===== src/rtl/mm2s_axi_read_master_ob.sv =====
`default_nettype none
// ============================================================================
// Module   : mm2s_axi_read_master_ob
// Purpose  : AXI4 read engine for the MM2S path. It fetches len_bytes_i bytes
//            starting at src_addr_i and pushes every good beat into the MM2S
//            stream FIFO. Several bursts can be outstanding, bursts are split
//            at 4 KB boundaries, and a transfer can be aborted or drained after
//            a read error.
// Ports    : clk, rst            - clock, synchronous active-high reset
//            start_i, src_addr_i, len_bytes_i, max_beats_i, abort_i - command
//            busy_o, done_o, err_o, err_code_o - status
//                                    (00 ok, 01 rresp, 10 align/len, 11 abort)
//            fifo_full, fifo_wr_en, fifo_wr_data - stream FIFO write side
//            m_axi_ar*, m_axi_r* - AXI4 read address and read data channels
// Revision : 1.0 - initial release
// ============================================================================
module mm2s_axi_read_master_ob #(
  parameter int AW              = 32,
  parameter int DW              = 64,
  parameter int MAX_OUTSTANDING = 4
) (
  input  logic          clk,
  input  logic          rst,
  input  logic          start_i,
  input  logic [AW-1:0] src_addr_i,
  input  logic [31:0]   len_bytes_i,
  input  logic [7:0]    max_beats_i,
  input  logic          abort_i,
  output logic          busy_o,
  output logic          done_o,
  output logic          err_o,
  output logic [1:0]    err_code_o,
  input  logic          fifo_full,
  output logic          fifo_wr_en,
  output logic [DW-1:0] fifo_wr_data,
  output logic [AW-1:0] m_axi_araddr,
  output logic [7:0]    m_axi_arlen,
  output logic [2:0]    m_axi_arsize,
  output logic [1:0]    m_axi_arburst,
  output logic          m_axi_arvalid,
  input  logic          m_axi_arready,
  input  logic [DW-1:0] m_axi_rdata,
  input  logic [1:0]    m_axi_rresp,
  input  logic          m_axi_rlast,
  input  logic          m_axi_rvalid,
  output logic          m_axi_rready
);

  localparam int            BPB  = DW / 8;
  localparam int            SZ   = $clog2(BPB);
  localparam int            OW   = $clog2(MAX_OUTSTANDING + 1);
  localparam logic [OW-1:0] MAXO = OW'(MAX_OUTSTANDING);

  typedef enum logic [1:0] {
    S_IDLE  = 2'd0,
    S_RUN   = 2'd1,
    S_DRAIN = 2'd2,
    S_DONE  = 2'd3
  } state_t;

  state_t        state_q, state_d;
  logic [AW-1:0] addr_q, addr_d;         // next address to request
  logic [AW-1:0] araddr_q, araddr_d;
  logic [7:0]    arlen_q, arlen_d;
  logic          arvalid_q, arvalid_d;
  logic [31:0]   iss_left_q, iss_left_d; // beats not yet requested
  logic [31:0]   rcv_left_q, rcv_left_d; // beats not yet received
  logic [OW-1:0] outst_q, outst_d;       // ARs issued without final RLAST
  logic          err_q, err_d;
  logic [1:0]    code_q, code_d;

  logic          ar_fire, r_acc, r_last_acc, r_err, misaligned;
  logic [31:0]   mb, to4k, beats, burst_beats;
  logic [AW-1:0] burst_bytes;

  assign ar_fire    = arvalid_q & m_axi_arready;
  assign r_acc      = m_axi_rvalid & m_axi_rready;
  assign r_last_acc = r_acc & m_axi_rlast;
  assign r_err      = r_acc & (m_axi_rresp != 2'b00);
  assign misaligned = ((len_bytes_i & 32'(BPB - 1)) != 32'd0) ||
                      ((src_addr_i & AW'(BPB - 1)) != '0);

  // Length of the next burst: the smallest of the programmed maximum, the
  // beats still to request and the beats left before the next 4 KB boundary.
  always_comb begin
    mb    = (max_beats_i == 8'd0) ? 32'd1 : {24'd0, max_beats_i};
    to4k  = (32'd4096 - {20'd0, addr_q[11:0]}) >> SZ;
    beats = mb;
    if (iss_left_q < beats) beats = iss_left_q;
    if (to4k < beats)       beats = to4k;
  end

  assign burst_beats = {24'd0, arlen_q} + 32'd1;
  assign burst_bytes = AW'(burst_beats << SZ);

  always_comb begin
    state_d    = state_q;
    addr_d     = addr_q;
    araddr_d   = araddr_q;
    arlen_d    = arlen_q;
    arvalid_d  = arvalid_q;
    iss_left_d = iss_left_q;
    rcv_left_d = rcv_left_q;
    err_d      = err_q;
    code_d     = code_q;

    case ({ar_fire, r_last_acc})
      2'b10:   outst_d = outst_q + OW'(1);
      2'b01:   outst_d = outst_q - OW'(1);
      default: outst_d = outst_q;
    endcase

    case (state_q)
      S_IDLE: begin
        if (start_i) begin
          err_d  = 1'b0;
          code_d = 2'b00;
          if (len_bytes_i == 32'd0) begin
            state_d = S_DONE;
          end else if (misaligned) begin
            err_d   = 1'b1;
            code_d  = 2'b10;
            state_d = S_DONE;
          end else begin
            addr_d     = src_addr_i;
            iss_left_d = len_bytes_i >> SZ;
            rcv_left_d = len_bytes_i >> SZ;
            state_d    = S_RUN;
          end
        end
      end

      S_RUN: begin
        // The cycle after a handshake never issues, so ARs are at least two
        // cycles apart and the address/count updates have settled.
        if (ar_fire) begin
          arvalid_d  = 1'b0;
          addr_d     = addr_q + burst_bytes;
          iss_left_d = iss_left_q - burst_beats;
        end else if (!arvalid_q && (iss_left_q != 32'd0) && (outst_q < MAXO) &&
                     !abort_i && !r_err) begin
          arvalid_d = 1'b1;
          araddr_d  = addr_q;
          arlen_d   = 8'(beats - 32'd1);
        end

        if (r_acc && !r_err) rcv_left_d = rcv_left_q - 32'd1;

        // An unaccepted AR stays valid in DRAIN until its handshake, so both
        // error and abort can leave RUN immediately.
        if (r_err) begin
          err_d   = 1'b1;
          code_d  = 2'b01;
          state_d = S_DRAIN;
        end else if (abort_i) begin
          err_d   = 1'b1;
          code_d  = 2'b11;
          state_d = S_DRAIN;
        end else if ((rcv_left_d == 32'd0) && (outst_d == '0)) begin
          state_d = S_DONE;
        end
      end

      S_DRAIN: begin
        if (ar_fire) arvalid_d = 1'b0;
        if (!arvalid_q && (outst_q == '0)) state_d = S_DONE;
      end

      default: begin
        state_d = S_IDLE;
      end
    endcase
  end

  always_ff @(posedge clk) begin
    if (rst) begin
      state_q    <= S_IDLE;
      addr_q     <= '0;
      araddr_q   <= '0;
      arlen_q    <= 8'd0;
      arvalid_q  <= 1'b0;
      iss_left_q <= 32'd0;
      rcv_left_q <= 32'd0;
      outst_q    <= '0;
      err_q      <= 1'b0;
      code_q     <= 2'b00;
    end else begin
      state_q    <= state_d;
      addr_q     <= addr_d;
      araddr_q   <= araddr_d;
      arlen_q    <= arlen_d;
      arvalid_q  <= arvalid_d;
      iss_left_q <= iss_left_d;
      rcv_left_q <= rcv_left_d;
      outst_q    <= outst_d;
      err_q      <= err_d;
      code_q     <= code_d;
    end
  end

  assign busy_o        = (state_q != S_IDLE);
  assign done_o        = (state_q == S_DONE);
  assign err_o         = err_q;
  assign err_code_o    = code_q;
  assign m_axi_araddr  = araddr_q;
  assign m_axi_arlen   = arlen_q;
  assign m_axi_arsize  = 3'(SZ);
  assign m_axi_arburst = 2'b01;
  assign m_axi_arvalid = arvalid_q;
  // DRAIN discards data, so the FIFO level does not matter there.
  assign m_axi_rready  = (outst_q != '0) &&
                         (((state_q == S_RUN) && !fifo_full) || (state_q == S_DRAIN));
  assign fifo_wr_en    = r_acc && (state_q == S_RUN) && (m_axi_rresp == 2'b00);
  assign fifo_wr_data  = m_axi_rdata;

endmodule
`default_nettype wire


===== config.mk =====
export PLATFORM = sky130hd
export DESIGN_NAME = mm2s_axi_read_master_ob
export DESIGN_NICKNAME = d
export VERILOG_FILES = /design/src/rtl/mm2s_axi_read_master_ob.sv
export SDC_FILE = /design/constraint.sdc
export NUM_CORES = 1
export LEC_CHECK = 0
export ABC_AREA = 1
export CORE_AREA = 2 2 164 166
export DETAILED_ROUTE_END_ITERATION = 12
export DIE_AREA = 0 0 166 168
export PLACE_DENSITY = 0.66
export REMOVE_ABC_BUFFERS = 1
export SLEW_MARGIN = 40
export SYNTH_ARGS = -nofsm -noshare
export SYNTH_HDL_FRONTEND = slang
export SYNTH_SLANG_ARGS = --single-unit

===== constraint.sdc =====
create_clock -name clk -period 5.6 [get_ports clk]
set_input_delay 1.4 -clock clk [delete_from_list [all_inputs] [get_ports clk]]
set_output_delay 1.4 -clock clk [all_outputs]
set_load 0.02 [all_outputs]

After elaboration in Yosys (flattened, before gate mapping)
Cells that the tools add are included.
{"block": "word_totals", "reg_bits": 145}
{"block": "classes", "n_addsub": 8, "order_cmp": 3, "n_eq_ne": 14, "n_mux": 41, "bitwise_logic": 5, "n_reduce_logical": 38}
{"operator": "32-bit 2-to-1 mux", "count": 11}
{"operator": "32-bit case mux with 2 select lines", "count": 3}
{"operator": "32-bit nonzero test", "count": 3}
{"operator": "32-bit zero test", "count": 2}
{"operator": "32-bit by 12-bit adder with 32-bit output", "count": 1}
{"operator": "29-bit by 32-bit < comparator with 1-bit output", "count": 1}
{"operator": "32-bit by 8-bit < comparator with 1-bit output", "count": 1}
{"operator": "32-bit by 1-bit subtractor with 32-bit output, second input constant", "count": 1}
{"operator": "32-bit by 9-bit subtractor with 32-bit output", "count": 1}
{"operator": "2-bit 2-to-1 mux", "count": 12}
{"operator": "8-bit 2-to-1 mux", "count": 2}
{"operator": "13-bit by 12-bit subtractor with 14-bit output, first input constant", "count": 1}
{"operator": "2-bit inequality test, second input constant", "count": 6}
{"operator": "3-bit AND reduction", "count": 4}
{"operator": "1-bit logical AND", "count": 11}
{"operator": "8-bit by 1-bit adder with 9-bit output, second input constant", "count": 1}
{"operator": "8-bit zero test", "count": 1}
{"operator": "1-bit 2-to-1 mux", "count": 8}
{"operator": "2-bit nonzero test", "count": 4}
{"operator": "8-bit by 1-bit subtractor with 8-bit output, second input constant", "count": 1}
{"operator": "2-bit equality test, second input constant", "count": 3}
{"operator": "3-bit zero test", "count": 2}
{"operator": "3-bit inequality test, second input constant", "count": 2}
{"operator": "2-bit case mux with 3 select lines", "count": 1}
{"operator": "16 further kinds", "count": 26}

Longest topological paths before layout
Gate-level depths: netlist of run 1.
{"block": "logic_depth", "word_depth": 16, "depth_mapped": 32}

Worst setup path after synthesis of run 1
Ideal clock, no wire load.
{"block": "synth_path", "path_kind": "input to register", "startpoint": "input max_beats_i[5]", "endpoint": "register arlen_q[6] (netlist: m_axi_arlen[6])", "setup_time_ns": 0.120, "t_arrival_ns": 4.322, "slack_ns": 1.159, "stages": 24, "n_path_buf": 1, "path_cell_list": "inv_1 ha_1 a21oi_1 o21ai_0 nor4_4 nand2_2 clkbuf_1 o21ai_0 ha_1 a21oi_1 nor2_1 a211oi_1 nand2_1 nand2_4 nand2_4 nand2_1 nand2_1 ha_1 nand2_1 inv_1 nand2_1 nand2_1 nand2_1 a21oi_1"}
{"block": "synth_via", "elab_chain_cells": 7}
{"element": "start, declared", "line": "27", "text": "input logic [7:0] max_beats_i,"}
{"element": "8-bit zero test", "line": "86", "text": "mb = (max_beats_i == 8'd0) ? 32'd1 : {24'd0, max_beats_i};"}
{"element": "8-bit 2-to-1 mux (*)", "line": "86"}
{"element": "32-bit by 8-bit < comparator with 1-bit output", "line": "89", "text": "if (iss_left_q < beats) beats = iss_left_q;"}
{"element": "32-bit 2-to-1 mux (*)", "line": "89"}
{"element": "29-bit by 32-bit < comparator with 1-bit output", "line": "90", "text": "if (to4k < beats) beats = to4k;"}
{"element": "8-bit 2-to-1 mux (*)", "line": "90"}
{"element": "8-bit by 1-bit subtractor with 8-bit output (*)", "line": "144", "text": "arlen_d = 8'(beats - 32'd1);"}
{"element": "end signal, assigned", "line": "191", "text": "arlen_q <= arlen_d;"}
{"element": "end, declared", "line": "64", "text": "logic [7:0] arlen_q, arlen_d;"}
Mark *: on every way between the ends. The rest lies on a longest branch, timed or not.
A chain may end at the register's enable or synchronous reset.

Final worst setup path of run 1
Same ends and word-level chain as after synthesis.

==> metrics, run 1 <==
Via Count=9906; die extent in x=166 um; synthesized flop and latch total=145; number of placed instances, taps included=1872; count of pins over their slew limit=0; number of placed I/O pins=263; post-synthesis share of cell area spent on full adders, half adders and majority gates=5.84%; WP data required=5.93 ns; post-synthesis compound-gate area fraction=16.3%; fraction of synthesized cell area in xor and xnor cells=6.64%; Setup violations, final=0; count of cells along the worst register-to-register path=20; hold depth=2; DR WL/cell=17.0 um; number of standard-cell rows in the floorplan=60; final hold violation count=0; Hold Crit Class=reg -> reg; time the final worst path needs with I/O delays and setup=4.85 ns; detailed-placement wirelength estimate=23600 um; Leakage Power=5.13 nW; largest fanout of any net on the critical path=15; initial antenna violation count=3; kind of cell adding the most delay to the critical path=simple AND/OR/NAND/NOR gates; Max stage delay cell, worst path=sky130_fd_sc_hd__clkdlybuf4s50_1; synthesized cell area=0.0100 mm2; number of buffers between clock root and the deepest sink=2; distinct cell type count after synthesis=46; stages on the worst setup path=24; CTS Hold Bufs=0; Final Skew=0.0127 ns; post_cts resized=0; final cycle utilization of the critical path=86.6%; multiplexer share of the synthesized area=0%; clk slew on worst S/H paths=0.07 ns; Core Footprint=0.0264 mm2; critical path type=in -> reg; fraction of layout cells with a size suffix above 1=5.57%; slew at the pin with the worst max-slew slack=0.842 ns; Fin Hold WS=0.467 ns; port buffer count=129; number of fillers in the final layout=2722; worst setup timing slack at the placement stage=0.355 ns; outcome=complete, no violations; via count of the first global-routing pass=9330; data arrival at the endpoint of the critical path=5.17 ns; sequential share of the synthesized area=29.0%; power density of the placed cells=607 mW/mm2; max frequency=0.206 GHz; reg2reg start=m_axi_arlen[0]; RSZ-0062 raised after global routing=no; via-per-instance ratio=5.20; fin nets=1741; post-CTS setup buffers=0; H-tree Lvls=4; global-route usage over all layers=22.7%; TritonCTS clock tree=built; Max-cap violations=0; most common cell after layout, fill and taps aside=sky130_fd_sc_hd__nand2_1; endpoint of the worst hold-timing path=err_o; worst reg2reg endpoint=iss_left_q[28]; Layout area overhead=17.1%; DRC violation count after routing=0; later-pin clock latency in the skew report=0.43 ns; worst-case setup margin in the final layout=0.753 ns; root cell of the clock tree=sky130_fd_sc_hd__clkbuf_16; largest family of logic cells by synthesized area=simple AND/OR/NAND/NOR gates; number of buffers created by CTS=17; maximum number of pins on one net before global-route repair=74; sequence of cells on the critical path=clkdlybuf4s50_1 -> inv_1 -> ha_1 -> a21oi_1 -> o21ai_0 -> nor4_4 -> nand2_2 -> o21ai_0 -> ha_1 -> a21oi_1 -> nor2_1 -> a211oi_1 -> nand2_1 -> nand2_4 -> nand2_4 -> nand2_1 -> nand2_1 -> ha_1 -> nand2_1 -> inv_1 -> nand2_1 -> nand2_1 -> nand2_1 -> a21oi_1; final estimated routing congestion in global placement=0.861; Buf+Inv Stages, Crit Path=3; register-to-register setup slack=1.65 ns; Setup crit start=max_beats_i[5]; crit start category=primary input; effective utilization at floorplan=38.0%; number of DRC markers in iteration 0=734; final cell count without fillers=1906; Crit path largest cell delay=0.48 ns; number of warnings reported in the yosys synthesis log=0; worst vdd rail ir drop=0.246 mV; Synth Area per Inst=6.62 um2; Die Y=168 um; basic-gate share of the synthesized area counting and, or, nand and nor cells=29.2%; kind of end point of the critical path=flop; most common cell type on the critical path=sky130_fd_sc_hd__nand2_1; 1st-pass router iterations=5; relative slew slack=43.8%; sink count of the clock tree=145; Detailed Route WL=32400 um; die area=0.0279 mm2; Syn Inst Count=1515; wire length of the first global-routing pass=50800 um; commonest non-fill, non-tap cells in the layout=sky130_fd_sc_hd__nand2_1, sky130_fd_sc_hd__nor2_1, sky130_fd_sc_hd__dfxtp_1, sky130_fd_sc_hd__inv_1; number of nets with antenna violations after routing=0; worst hold path startpoint=err_o; final global-route overflow total=0
[routing by layer]
metal | global-route usage (%) | vias up | part of all wire, %
met5 | 5.57 | - | 0.60
met4 | 5.18 | 8 | 1.3
met3 | 11.6 | 43 | 12
met2 | 34.2 | 413 | 43
met1 | 28.6 | 4489 | 44
li1 | - | 4953 | -
[how the worst max path moves through the flow]
| stage | to | slack [ns] |
|---|---|---|
| 2_1_floorplan | iss_left_q[30] | -1.11 |
| 3_3_place_gp | m_axi_arlen[6] | 0.40 |
| 3_5_place_dp | m_axi_arlen[6] | 0.36 |
| 4_1_cts | m_axi_arlen[6] | 0.79 |
| 5_1_grt | m_axi_arlen[6] | 0.28 |
| 6_report | m_axi_arlen[6] | 0.75 |
[power by group]
| part | switching [mW] | leakage (nW) | internal [mW] | total [mW] |
|---|---|---|---|---|
| Sequential | 0.381 | 1.18 | 1.37 | 1.75 |
| Clock | 0.523 | 0.288 | 0.636 | 1.16 |
| Combinational | 2.71 | 3.65 | 1.51 | 4.22 |
| Total | 3.61 | 5.13 | 3.52 | 7.13 |
[through the flow]
stage | instance area, um2 | power, mW | utilization [%] | setup TNS [ns]
after floorplan | 9290 | 4.72 | - | -30.99
after global placement | 11100 | 5.85 | 42.2 | 0
after detailed placement | 11100 | 5.93 | 42.3 | 0
after CTS | 11700 | 7.13 | 44.5 | 0
after global routing | 11700 | 7.83 | 44.5 | 0
final | 11700 | 7.13 | 44.6 | 0
[layout make-up]
type                    count  area [um2]  area share, %
flip-flops and latches    145        2900           24.7
clock buffers              17         425           3.62
well taps                 341         427           3.63
clock inverters            15         166           1.42
multi-input cells        1099        5860           49.9
diodes                      2        5.00         0.0426
repair buffers            140        1410           12.0
inverters                 147         553           4.71
[cell usage after synthesis (all sizes together)]
library cell  count  share of area [%]
a211oi           10               0.75
a21o              1              0.075
a21oi           105                5.3
a221oi            8               0.70
a31oi            30                1.9
and2              2               0.12
buf              75                5.5
clkbuf           54                2.0
conb              2              0.075
dfxtp           145                 29
fa                3               0.60
ha               42                5.2
inv             147                5.5
nand2           273                 10
nand3            58                3.2
nand3b            2               0.15
nand4            18                1.2
nor2            262                 10
nor3             33                2.0
nor3b             2               0.15
nor4             19                1.3
o211ai            5               0.37
o21ai           132                6.6
o21bai            4               0.30
o221ai            1              0.087
o22ai             1              0.062
o31ai             2               0.15
or2               3               0.19
xnor2            21                1.8
xor2             55                4.8
[cell families after synthesis]
group	after synthesis
fa+ha+maj	45
buf+inv	276
compound gates	299
simple gates	672
flops	145
other cells	2
xor+xnor	76
[worst register-to-register path, cell delays in order (launching register included)]
cell                      delay, ns
sky130_fd_sc_hd__dfxtp_1       0.44
sky130_fd_sc_hd__ha_1          0.23
sky130_fd_sc_hd__xor2_1        0.22
sky130_fd_sc_hd__inv_1         0.07
sky130_fd_sc_hd__ha_1          0.33
sky130_fd_sc_hd__a21oi_1       0.17
sky130_fd_sc_hd__nor2_1        0.06
sky130_fd_sc_hd__nor2_1        0.12
sky130_fd_sc_hd__nor2_1        0.07
sky130_fd_sc_hd__nor2_1        0.08
sky130_fd_sc_hd__o21ai_0       0.11
sky130_fd_sc_hd__and2_1        0.17
sky130_fd_sc_hd__nand2_1       0.09
sky130_fd_sc_hd__a21oi_1       0.12
sky130_fd_sc_hd__nor3_1        0.56
sky130_fd_sc_hd__inv_1         0.13
sky130_fd_sc_hd__nor3_1        0.43
sky130_fd_sc_hd__nand2_1       0.12
sky130_fd_sc_hd__xor2_1        0.15
sky130_fd_sc_hd__nand2_1       0.06
sky130_fd_sc_hd__a31oi_1       0.15
[sequential cells by signal, indices dropped and copies added (netlist names)]
name           cells
state_q            2
m_axi_arlen        8
m_axi_arvalid      1
outst_q            3
err_o              1
err_code_o         2
rcv_left_q        32
addr_q            32
iss_left_q        32
m_axi_araddr      32
Power figures use the tool's default switching activity.
==> run 2, diff against run 1 <==
--- a/config.mk
+++ b/config.mk
@@ -5,11 +5,10 @@
 export SDC_FILE = /design/constraint.sdc
 export NUM_CORES = 1
 export LEC_CHECK = 0
-export ABC_AREA = 1
-export CORE_AREA = 2 2 164 166
+export CORE_AREA = 2 2 167 169
 export DETAILED_ROUTE_END_ITERATION = 12
-export DIE_AREA = 0 0 166 168
-export PLACE_DENSITY = 0.66
+export DIE_AREA = 0 0 169 171
+export PLACE_DENSITY = 0.65
 export REMOVE_ABC_BUFFERS = 1
 export SLEW_MARGIN = 40
 export SYNTH_ARGS = -nofsm -noshare
==> metrics, run 2 <==
number of DRC markers in iteration 0=1111 (+51%); final hold violation count=0 (unchanged); async set-or-reset flop fraction in the synthesized netlist=0% (unchanged); post-synth top area share=27.7% (-1.2 points); fin nets=1629 (-6.4%); count of pins over their slew limit=0 (unchanged); die area=0.0289 mm2 (+3.6%); synthesized flop and latch total=145 (unchanged); final cell count without fillers=1796 (-5.8%); H-tree Lvls=4 (unchanged); slew at the pin with the worst max-slew slack=0.760 ns (-0.0826 ns); Fin Hold WS=0.453 ns (-0.0144 ns); effective utilization at floorplan=38.3% (+0.30 points); synthesized cell area=0.0105 mm2 (+4.5%); fraction of layout cells with a size suffix above 1=7.52% (+2.0 points); leading register cell type out of synthesis=sky130_fd_sc_hd__dfxtp_1; DR WL/cell=21.0 um (+24%); most common cell after layout, fill and taps aside=sky130_fd_sc_hd__nand2_1; worst reg2reg endpoint=m_axi_arlen[4]; worst vdd rail ir drop=0.302 mV (+22%); number of fillers in the final layout=2755 (+1.2%); area taken by flip-flops and latches=0.00290 mm2 (unchanged); Die Y=171 um (+1.8%); number of nets with antenna violations after routing=0 (unchanged); WP data required=5.91 ns (-0.02 ns); Via Count=10700 (+8.4%); dominant cells by area after synthesis=sky130_fd_sc_hd__dfxtp_1, sky130_fd_sc_hd__a21oi_1, sky130_fd_sc_hd__nand2_1; most used standard cells in the synthesized netlist=sky130_fd_sc_hd__nand2_1, sky130_fd_sc_hd__dfxtp_1, sky130_fd_sc_hd__a21oi_1, sky130_fd_sc_hd__nor2_1, sky130_fd_sc_hd__clkbuf_1; Detailed Route WL=37800 um (+17%); count leader, synth=sky130_fd_sc_hd__nand2_1; time the final worst path needs with I/O delays and setup=5.40 ns (+0.549 ns); final estimated routing congestion in global placement=0.907 (+5.3%); number of placed I/O pins=263 (unchanged); TritonCTS clock tree=built; DRC violation count after routing=0 (unchanged); number of placed instances, taps included=1764 (-5.8%); final instance area=0.0124 mm2 (+5.5%); worst hold path startpoint=m_axi_araddr[3]; Final Skew=0.0203 ns (+0.00757 ns); 1st-pass router iterations=6 (+1); number of warnings reported in the yosys synthesis log=0 (unchanged); relative slew slack=48.9% (+5.1 points); Layout area overhead=18.2%; reg2reg start=iss_left_q[12]; largest fanout of any net on the critical path=9 (-6); number of buffers created by CTS=17 (unchanged); Setup violations, final=0 (unchanged); Max-cap violations=0 (unchanged); via count of the first global-routing pass=9763 (+4.6%); endpoint of the worst hold-timing path=m_axi_araddr[3]; Synth Area per Inst=7.48 um2 (+13%); final core occ=45.3% (+0.76 points); maximum number of pins on one net before global-route repair=86 (+16%); commonest non-fill, non-tap cells in the layout=sky130_fd_sc_hd__nand2_1, sky130_fd_sc_hd__dfxtp_1, sky130_fd_sc_hd__clkdlybuf4s50_1, sky130_fd_sc_hd__a21oi_1, sky130_fd_sc_hd__nor2_1; wire length of the first global-routing pass=57700 um (+13%); detailed-placement wirelength estimate=27300 um (+15%); data arrival at the endpoint of the critical path=5.70 ns (+0.53 ns); global-route usage over all layers=25.7% (+2.9 points); initial antenna violation count=1 (-2); power density of the placed cells=545 mW/mm2 (-10%); critical path type=in -> reg; clk slew on worst S/H paths=0.07 ns (about the same); Leakage Power=4.59 nW (-10%); Syn Inst Count=1400 (-7.6%); count of cells along the worst register-to-register path=19 (-5.0%); register-to-register setup slack=1.07 ns (-0.58 ns); Hold Crit Class=reg -> reg; sink count of the clock tree=145 (unchanged); Core Footprint=0.0273 mm2 (+3.7%); later-pin clock latency in the skew report=0.44 ns (about the same); number of enable-type register cells in the synthesized netlist=0 (unchanged); most area-hungry cell type in the Yosys netlist=sky130_fd_sc_hd__dfxtp_1; sequential share of the synthesized area=27.7% (-1.2 points); crit start category=primary input; outcome=complete, no violations; max frequency=0.185 GHz (-10%); via-per-instance ratio=5.98 (+15%); die extent in x=169 um (+1.8%); port buffer count=129 (unchanged); TNS Setup=0 ns (unchanged); number of buffers between clock root and the deepest sink=2 (unchanged); cell area after placement=0.0118 mm2 (+5.5%); Diodes inserted=0 (-2); number of standard-cell rows in the floorplan=61 (+1.7%); final global-route overflow total=0 (unchanged); kind of end point of the critical path=flop; total area of multi-input combinational cells=0.00657 mm2 (+12%); root cell of the clock tree=sky130_fd_sc_hd__clkbuf_16; final cycle utilization of the critical path=96.4% (+9.8 points); hold depth=2 (unchanged); distinct cell type count after synthesis=82 (+78%)
run 2: critical path: stages:
cell and delay [ns]:
sky130_fd_sc_hd__clkdlybuf4s50_1 0.48, sky130_fd_sc_hd__inv_1 0.05, sky130_fd_sc_hd__ha_1 0.31, sky130_fd_sc_hd__a211o_1 0.32, sky130_fd_sc_hd__o221a_2 0.25, sky130_fd_sc_hd__o31a_1 0.11
sky130_fd_sc_hd__or2_4 0.27, sky130_fd_sc_hd__buf_6 0.15, sky130_fd_sc_hd__mux2_2 0.29, sky130_fd_sc_hd__inv_1 0.06, sky130_fd_sc_hd__ha_1 0.22, sky130_fd_sc_hd__a211o_1 0.27
sky130_fd_sc_hd__nor3_2 0.20, sky130_fd_sc_hd__a31oi_2 0.15, sky130_fd_sc_hd__mux2i_1 0.25, sky130_fd_sc_hd__ha_2 0.23, sky130_fd_sc_hd__inv_1 0.09, sky130_fd_sc_hd__nor4_1 0.24
sky130_fd_sc_hd__a311oi_1 0.09, sky130_fd_sc_hd__a21oi_1 0.18, sky130_fd_sc_hd__a31oi_1 0.09
run 2: logic make-up (layout without fill, tap and decap cells):
kind of cell	count (synthesis)	count (layout)	synth area share (%)
other	2	7	0.0717
AOI/OAI and AO/OA	398	398	24.9
and+or+nand+nor	522	522	24.7
buffers and inverters	214	259	10.3
xor gates and xnor gates	39	39	3.26
adders and majority gates	45	45	5.59
DFF	145	145	27.7
muxes	35	35	3.40
run 2: how the worst max path moves through the flow:
stage | startpoint | endpoint | slack [ns] | cells past startpoint
3_5_place_dp | max_beats_i[3] | m_axi_arlen[6] | -0.40 | 22
6_report | max_beats_i[3] | m_axi_arlen[4] | 0.20 | 21
3_3_place_gp | max_beats_i[3] | m_axi_arlen[6] | -0.30 | 22
5_1_grt | max_beats_i[3] | m_axi_arlen[6] | -0.001 | 23
4_1_cts | max_beats_i[3] | m_axi_arlen[6] | 0.05 | 22
2_1_floorplan | max_beats_i[3] | m_axi_arlen[6] | -0.28 | 19
run 2: routing by layer:
layer | vias to the layer above | wire length, um | track usage [%]
met4 | 10 | 579 | 5.83
met1 | 5067 | 16900 | 34.6
li1 | 5121 | - | -
met3 | 44 | 3950 | 9.14
met5 | - | 217 | 5.39
met2 | 492 | 16100 | 38.8
run 2: final cells by class:
type                       instances  area share, %
clock buffer                      18           3.55
clock inverter                    13           1.21
inverter                          48           1.45
multi-input combinational       1046           53.1
sequential                       145           23.4
tap                              346           3.50
timing repair buffer             180           13.8
run 2: repair_timing:
| action | in CTS | in global routing |
|---|---|---|
| hold buffers | 0 | 0 |
| gates resized for setup | 0 | 8 |
| endpoints found under the setup margin | 0 | 3 |
| buffers inserted | 0 | 1 |
run 2: metrics by stage:
step	power (mW)	setup WS [ns]
floorplan	4.02	-0.275
finish	6.75	0.204
global route	7.27	-0.00133
detailed placement	5.42	-0.395
CTS	6.63	0.0455
global placement	5.36	-0.305
run 2: power breakdown:
part           total (mW)  internal (mW)  switching [mW]
clock                1.18          0.676           0.500
sequential           1.41           1.19           0.227
combinational        4.17           1.81            2.35
total                6.75           3.67            3.08
==> run 3, diff against run 2 <==
--- a/config.mk
+++ b/config.mk
@@ -8,6 +8,7 @@
 export CORE_AREA = 2 2 167 169
 export DETAILED_ROUTE_END_ITERATION = 12
 export DIE_AREA = 0 0 169 171
+export HOLD_SLACK_MARGIN = 0.12
 export PLACE_DENSITY = 0.65
 export REMOVE_ABC_BUFFERS = 1
 export SLEW_MARGIN = 40
==> results of run 3 <==
Final layout, timing and power as in run 2 (identical DEF).
